`src/rtl/z_deserializer_if.sv`:
```
// Bus bundle between the serial producer/consumer and z_deserializer.
// Signal prefixes are from the deserializer's point of view.
interface z_deserializer_if;
    logic       i_z;
    logic       i_sample;
    logic       i_ready;
    logic [7:0] o_data;
    logic       o_valid;
    logic [3:0] o_ones_count;
    logic       o_overrun;
    logic [2:0] o_bit_index;

    modport slave (
        input  i_z, i_sample, i_ready,
        output o_data, o_valid, o_ones_count, o_overrun, o_bit_index
    );

    modport master (
        output i_z, i_sample, i_ready,
        input  o_data, o_valid, o_ones_count, o_overrun, o_bit_index
    );
endinterface

```
`src/rtl/z_deserializer.sv`:
```
// LSB-first 8-bit deserializer for a sampled serial bit stream, with a
// one-word valid/ready holding stage, popcount and sticky overrun flag.
module z_deserializer (
    input  logic              clk,
    input  logic              rst,
    z_deserializer_if.slave   bus
);
    localparam int unsigned W  = 8;
    localparam int unsigned IW = 3;
    localparam int unsigned CW = 4;

    typedef enum logic {S_EMPTY = 1'b0, S_FULL = 1'b1} state_t;

    state_t          r_state;
    state_t          w_next_state;
    logic [W-1:0]    r_shift;
    logic [IW-1:0]   r_bit_index;
    logic [W-1:0]    r_data;
    logic [CW-1:0]   r_ones_count;
    logic            r_overrun;

    logic            w_complete;
    logic            w_load;
    logic            w_drop;
    logic [W-1:0]    w_word;

    function automatic logic [CW-1:0] popcount(input logic [W-1:0] v);
        logic [CW-1:0] c;
        c = '0;
        for (int i = 0; i < int'(W); i++) begin
            c = c + CW'(v[i]);
        end
        return c;
    endfunction

    assign w_complete = bus.i_sample && (r_bit_index == IW'(W - 1));

    // Completed word includes the bit arriving on this very edge.
    always_comb begin
        w_word        = r_shift;
        w_word[W-1]   = bus.i_z;
    end

    always_ff @(posedge clk or posedge rst) begin
        if (rst) begin
            r_state <= S_EMPTY;
        end else begin
            r_state <= w_next_state;
        end
    end

    always_comb begin
        w_next_state = r_state;
        case (r_state)
            S_EMPTY: if (w_complete)  w_next_state = S_FULL;
            S_FULL:  if (!w_complete && bus.i_ready) w_next_state = S_EMPTY;
            default: w_next_state = S_EMPTY;
        endcase
    end

    always_comb begin
        w_load = 1'b0;
        w_drop = 1'b0;
        case (r_state)
            S_EMPTY: w_load = w_complete;
            S_FULL: begin
                w_load = w_complete && bus.i_ready;
                w_drop = w_complete && !bus.i_ready;
            end
            default: ;
        endcase
    end

    always_ff @(posedge clk or posedge rst) begin
        if (rst) begin
            r_shift     <= '0;
            r_bit_index <= '0;
        end else if (bus.i_sample) begin
            r_shift[r_bit_index] <= bus.i_z;
            r_bit_index          <= r_bit_index + IW'(1);
        end
    end

    always_ff @(posedge clk or posedge rst) begin
        if (rst) begin
            r_data       <= '0;
            r_ones_count <= '0;
            r_overrun    <= 1'b0;
        end else begin
            if (w_load) begin
                r_data       <= w_word;
                r_ones_count <= popcount(w_word);
            end
            if (w_drop) begin
                r_overrun <= 1'b1;
            end
        end
    end

    assign bus.o_data       = r_data;
    assign bus.o_ones_count = r_ones_count;
    assign bus.o_overrun    = r_overrun;
    assign bus.o_bit_index  = r_bit_index;
    assign bus.o_valid      = (r_state == S_FULL);
endmodule

```
`src/flat_wrapper.sv`:
```
// flat-port wrapper written by rule: the top's interface ports become plain ports
module z_deserializer_flat 
  (clk, rst, bus_i_z, bus_i_sample, bus_i_ready, bus_o_data, bus_o_valid, bus_o_ones_count, bus_o_overrun, bus_o_bit_index);
  z_deserializer_if bus_i ();
  input  logic clk;
  input  logic rst;
  input wire logic [$bits(bus_i.i_z)-1:0] bus_i_z;
  input wire logic [$bits(bus_i.i_sample)-1:0] bus_i_sample;
  input wire logic [$bits(bus_i.i_ready)-1:0] bus_i_ready;
  output wire logic [$bits(bus_i.o_data)-1:0] bus_o_data;
  output wire logic [$bits(bus_i.o_valid)-1:0] bus_o_valid;
  output wire logic [$bits(bus_i.o_ones_count)-1:0] bus_o_ones_count;
  output wire logic [$bits(bus_i.o_overrun)-1:0] bus_o_overrun;
  output wire logic [$bits(bus_i.o_bit_index)-1:0] bus_o_bit_index;
  assign bus_i.i_z = bus_i_z;
  assign bus_i.i_sample = bus_i_sample;
  assign bus_i.i_ready = bus_i_ready;
  assign bus_o_data = bus_i.o_data;
  assign bus_o_valid = bus_i.o_valid;
  assign bus_o_ones_count = bus_i.o_ones_count;
  assign bus_o_overrun = bus_i.o_overrun;
  assign bus_o_bit_index = bus_i.o_bit_index;
  z_deserializer u_core (.clk(clk), .rst(rst), .bus(bus_i));
endmodule
```
`config.mk`:
```
export PLATFORM = sky130hd
export DESIGN_NAME = z_deserializer_flat
export DESIGN_NICKNAME = d
export VERILOG_FILES = /design/src/rtl/z_deserializer_if.sv /design/src/rtl/z_deserializer.sv /design/src/flat_wrapper.sv
export SDC_FILE = /design/constraint.sdc
export NUM_CORES = 1
export LEC_CHECK = 0
export ABC_AREA = 1
export BUFFER_PORTS_ARGS = -buffer_cell sky130_fd_sc_hd__buf_2
export CELL_PAD_IN_SITES_DETAIL_PLACEMENT = 1
export CELL_PAD_IN_SITES_GLOBAL_PLACEMENT = 1
export CORE_MARGIN = 5
export CORE_UTILIZATION = 43
export CTS_CLUSTER_DIAMETER = 200
export DETAILED_ROUTE_END_ITERATION = 7
export PLACE_DENSITY_LB_ADDON = 0.1
export SKIP_LAST_GASP = 1
export SYNTH_ARGS = -nofsm -noshare
export SYNTH_HDL_FRONTEND = slang
export SYNTH_SLANG_ARGS = --single-unit
```
`constraint.sdc`:
```
create_clock -name clk -period 6.6 [get_ports clk]
set_clock_uncertainty 0.2 [all_clocks]
set_input_delay 0.99 -clock clk [delete_from_list [all_inputs] [get_ports clk]]
set_output_delay 0.99 -clock clk [all_outputs]
set_load 0.03 [all_outputs]
```
==> metrics.yaml <==
outcome: "completed"
synth_fp_nets: 160
drcViolationCount: 0
endpoint_kind: "flip-flop"
rsz0062_at_grt: "false"
cts_sinks: 24
arrival_ns: 3.43
synth_top_area_share_pct: 48.2
finalWorstSetupSlack_ns: 3.24
maxSlewHeadroom_pct: 37.2
clock.fmax_ghz: 0.297
min_path_type: "reg2reg"
coreArea_sq_mm: 0.00276
fin_setup_tns_ns: 0
fin_cells: 197
place_ws_ns: 2.89
p_per_area_mw_per_mm2: 526
slew_viol_final: 0
ys_seq_area_share_pct: 48.2
grt.overflow.total: 0
power_switching_uw: 354
avgRoutedWirePerCell_um: 14.1
pwr-share-comb_pct: 53.3
die_h_um: 63.8
crit_fanout: 9
layout_commonest_cell: "nand2_1"
die_area_sq_mm: 0.00407
cp_data_required_time_ns: 6.67
period_needed_ns: 3.36
cts_inserted_buffers: 3
finalSetupViolCount: 0
fp.dieW_um: 63.8
area_growth_pct: 11.4
rows: 19
seqPwrFrac_pct: 36.0
insertion_delay_ns: 0.32
hpwl_um: 2190
placed_cells_incl_taps: 193
syn_avg_cell_area_sq_um: 8.53
critical_path_class: "in2reg"
seqCellArea_sq_um: 601
tritoncts: "yes"
clockBufferDepth: 2
grt_util_all_layers_pct: 14.8
vias_per_cell: 4.98
p_total_uw: 729
drt_iter0_markers: 22
synth_top_cell_by_area: "dfrtp_1"
num_antenna_cells: 0
p_sw_share_pct: 48.5
fin_crit_sh_pct: 50.9
hold_viol: 0
nets: 181
synth-seq-cells: 24
routed_wl_um: 2770
cts_setup_buffers: 0
drt_pass1_iterations: 4
final_cell_mix: "nand2_1, dfrtp_1, buf_2, inv_1, nand3_1"
grt_max_degree: 25
synth_cells: 146
vdd_drop_max_uv: 361
cts_resized: 0
netlist_area_sq_mm: 0.00124
htree_num_levels: 1
gp_congestion: 0.783
cts_root_buf: "clkbuf_4"
n_fill_cell: 349
hold_buffers: 0
final_layout_size_suffix_gt1_share_pct: 17.5
cts.reportedPaths.clkPinSlew_ns: 0.13
postRouteAntennaNets: 0
leakage_nw: 0.828
ys_types: 21
reg2reg_slack_ns: 3.44
cp-start-kind: "input port"
multiInputGateArea_sq_um: 531
antenna_found_initial: 0
worst_pin_slew_ns: 0.941
ioPinCount: 22
grt_pass1_vias: 1056
vias: 982
grt_pass1_wl_um: 4770
initial_core_util_pct: 45.1
yosysWarnings: 0
p_int_uw: 376
synth_area_leaders: "dfrtp_1, nand2_1, nand3_1, fa_1, inv_1"
numPortBuffers: 21
maxCapViolCount: 0
clkPwrFrac_pct: 10.8
==> state kept, by name, summed over array words and instances, names as in the netlist <==
register / cells
u_core.bus.o_ones_count: 4
u_core.bus.o_bit_index: 3
u_core.bus.o_overrun: 1
u_core.bus.o_valid: 1
u_core.r_shift: 7
u_core.bus.o_data: 8
==> stage by stage <==
step / util [%] / hold slack, ns / instance area, sq um
3_3_place_gp: 49.0 / 0.250 / 1350
4_1_cts: 50.3 / 0.286 / 1390
6_report: 50.3 / 0.278 / 1390
5_1_grt: 50.3 / 0.313 / 1390
2_1_floorplan: - / 0.262 / 1240
3_5_place_dp: 49.0 / 0.254 / 1350
==> power by group through the flow <==
stage          sequential [mW]  combinational (mW)  clock (mW)
2_1_floorplan            0.335               0.206           0
3_3_place_gp             0.262               0.365           0
3_5_place_dp             0.266               0.397           0
4_1_cts                  0.264               0.400      0.0832
5_1_grt                  0.272               0.440      0.0899
6_report                 0.262               0.389      0.0784
==> layer usage <==
layer	wire, um	GRT usage [%]	vias up	share of wire [%]
li1	-	-	483	-
met1	1160	17.2	471	42
met2	1400	25.8	22	51
met3	147	3.68	6	5.3
met4	60	6.49	0	2.2
met5	0	0	-	0
==> kinds of logic (layout without fill, tap and decap cells) <==
family / Yosys count / in the layout / share of synthesized area, %
DFF: 24 / 24 / 48.2
and+or+nand+nor: 83 / 83 / 28.6
adders and majority gates: 9 / 9 / 11.5
AOI/OAI and AO/OA: 4 / 4 / 1.81
buffers and inverters: 25 / 45 / 9.14
xor gates and xnor gates: 1 / 1 / 0.704
==> worst max-delay path, stage by stage <==
cell and delay (ns):
buf_2 0.17, inv_1 0.10, fa_1 0.52, fa_1 0.50
inv_1 0.05, fa_1 0.38, inv_1 0.09, fa_1 0.41
nand3b_1 0.16, nand2_1 0.07
==> worst paths after layout <==
check | start | depth (start not counted) | end
hold / removal | u_core.bus.o_data[4]$_DFFE_PP0P_ | 2 | u_core.bus.o_data[4]$_DFFE_PP0P_
setup / recovery | bus_i_z | 10 | u_core.bus.o_ones_count[1]$_DFFE_PP0P_
hold reg to reg | u_core.bus.o_data[4]$_DFFE_PP0P_ | 2 | u_core.bus.o_data[4]$_DFFE_PP0P_
min in group asynchronous | rst | 2 | u_core.bus.o_data[6]$_DFFE_PP0P_
setup reg to reg | u_core.r_shift[0]$_DFFE_PP0P_ | 10 | u_core.bus.o_ones_count[1]$_DFFE_PP0P_
max in group asynchronous | rst | 2 | u_core.bus.o_data[2]$_DFFE_PP0P_
==> area by class of cell <==
class	count	share of cell area, %
Multi-Input combinational cell	97	38.3
Timing Repair Buffer	21	7.58
Tap cell	31	2.80
Inverter	20	5.42
Clock buffer	4	2.62
Sequential cell	24	43.3
==> synthesized netlist by cell type (all sizes together) <==
master,instances
a21oi,1
buf,4
clkbuf,1
dfrtp,24
fa,4
ha,5
inv,20
nand2,59
nand3,17
nand3b,1
nand4,1
nor2,5
o21ai,2
o21bai,1
xor2,1
Note: power is estimated with default switching activity, not from simulation.
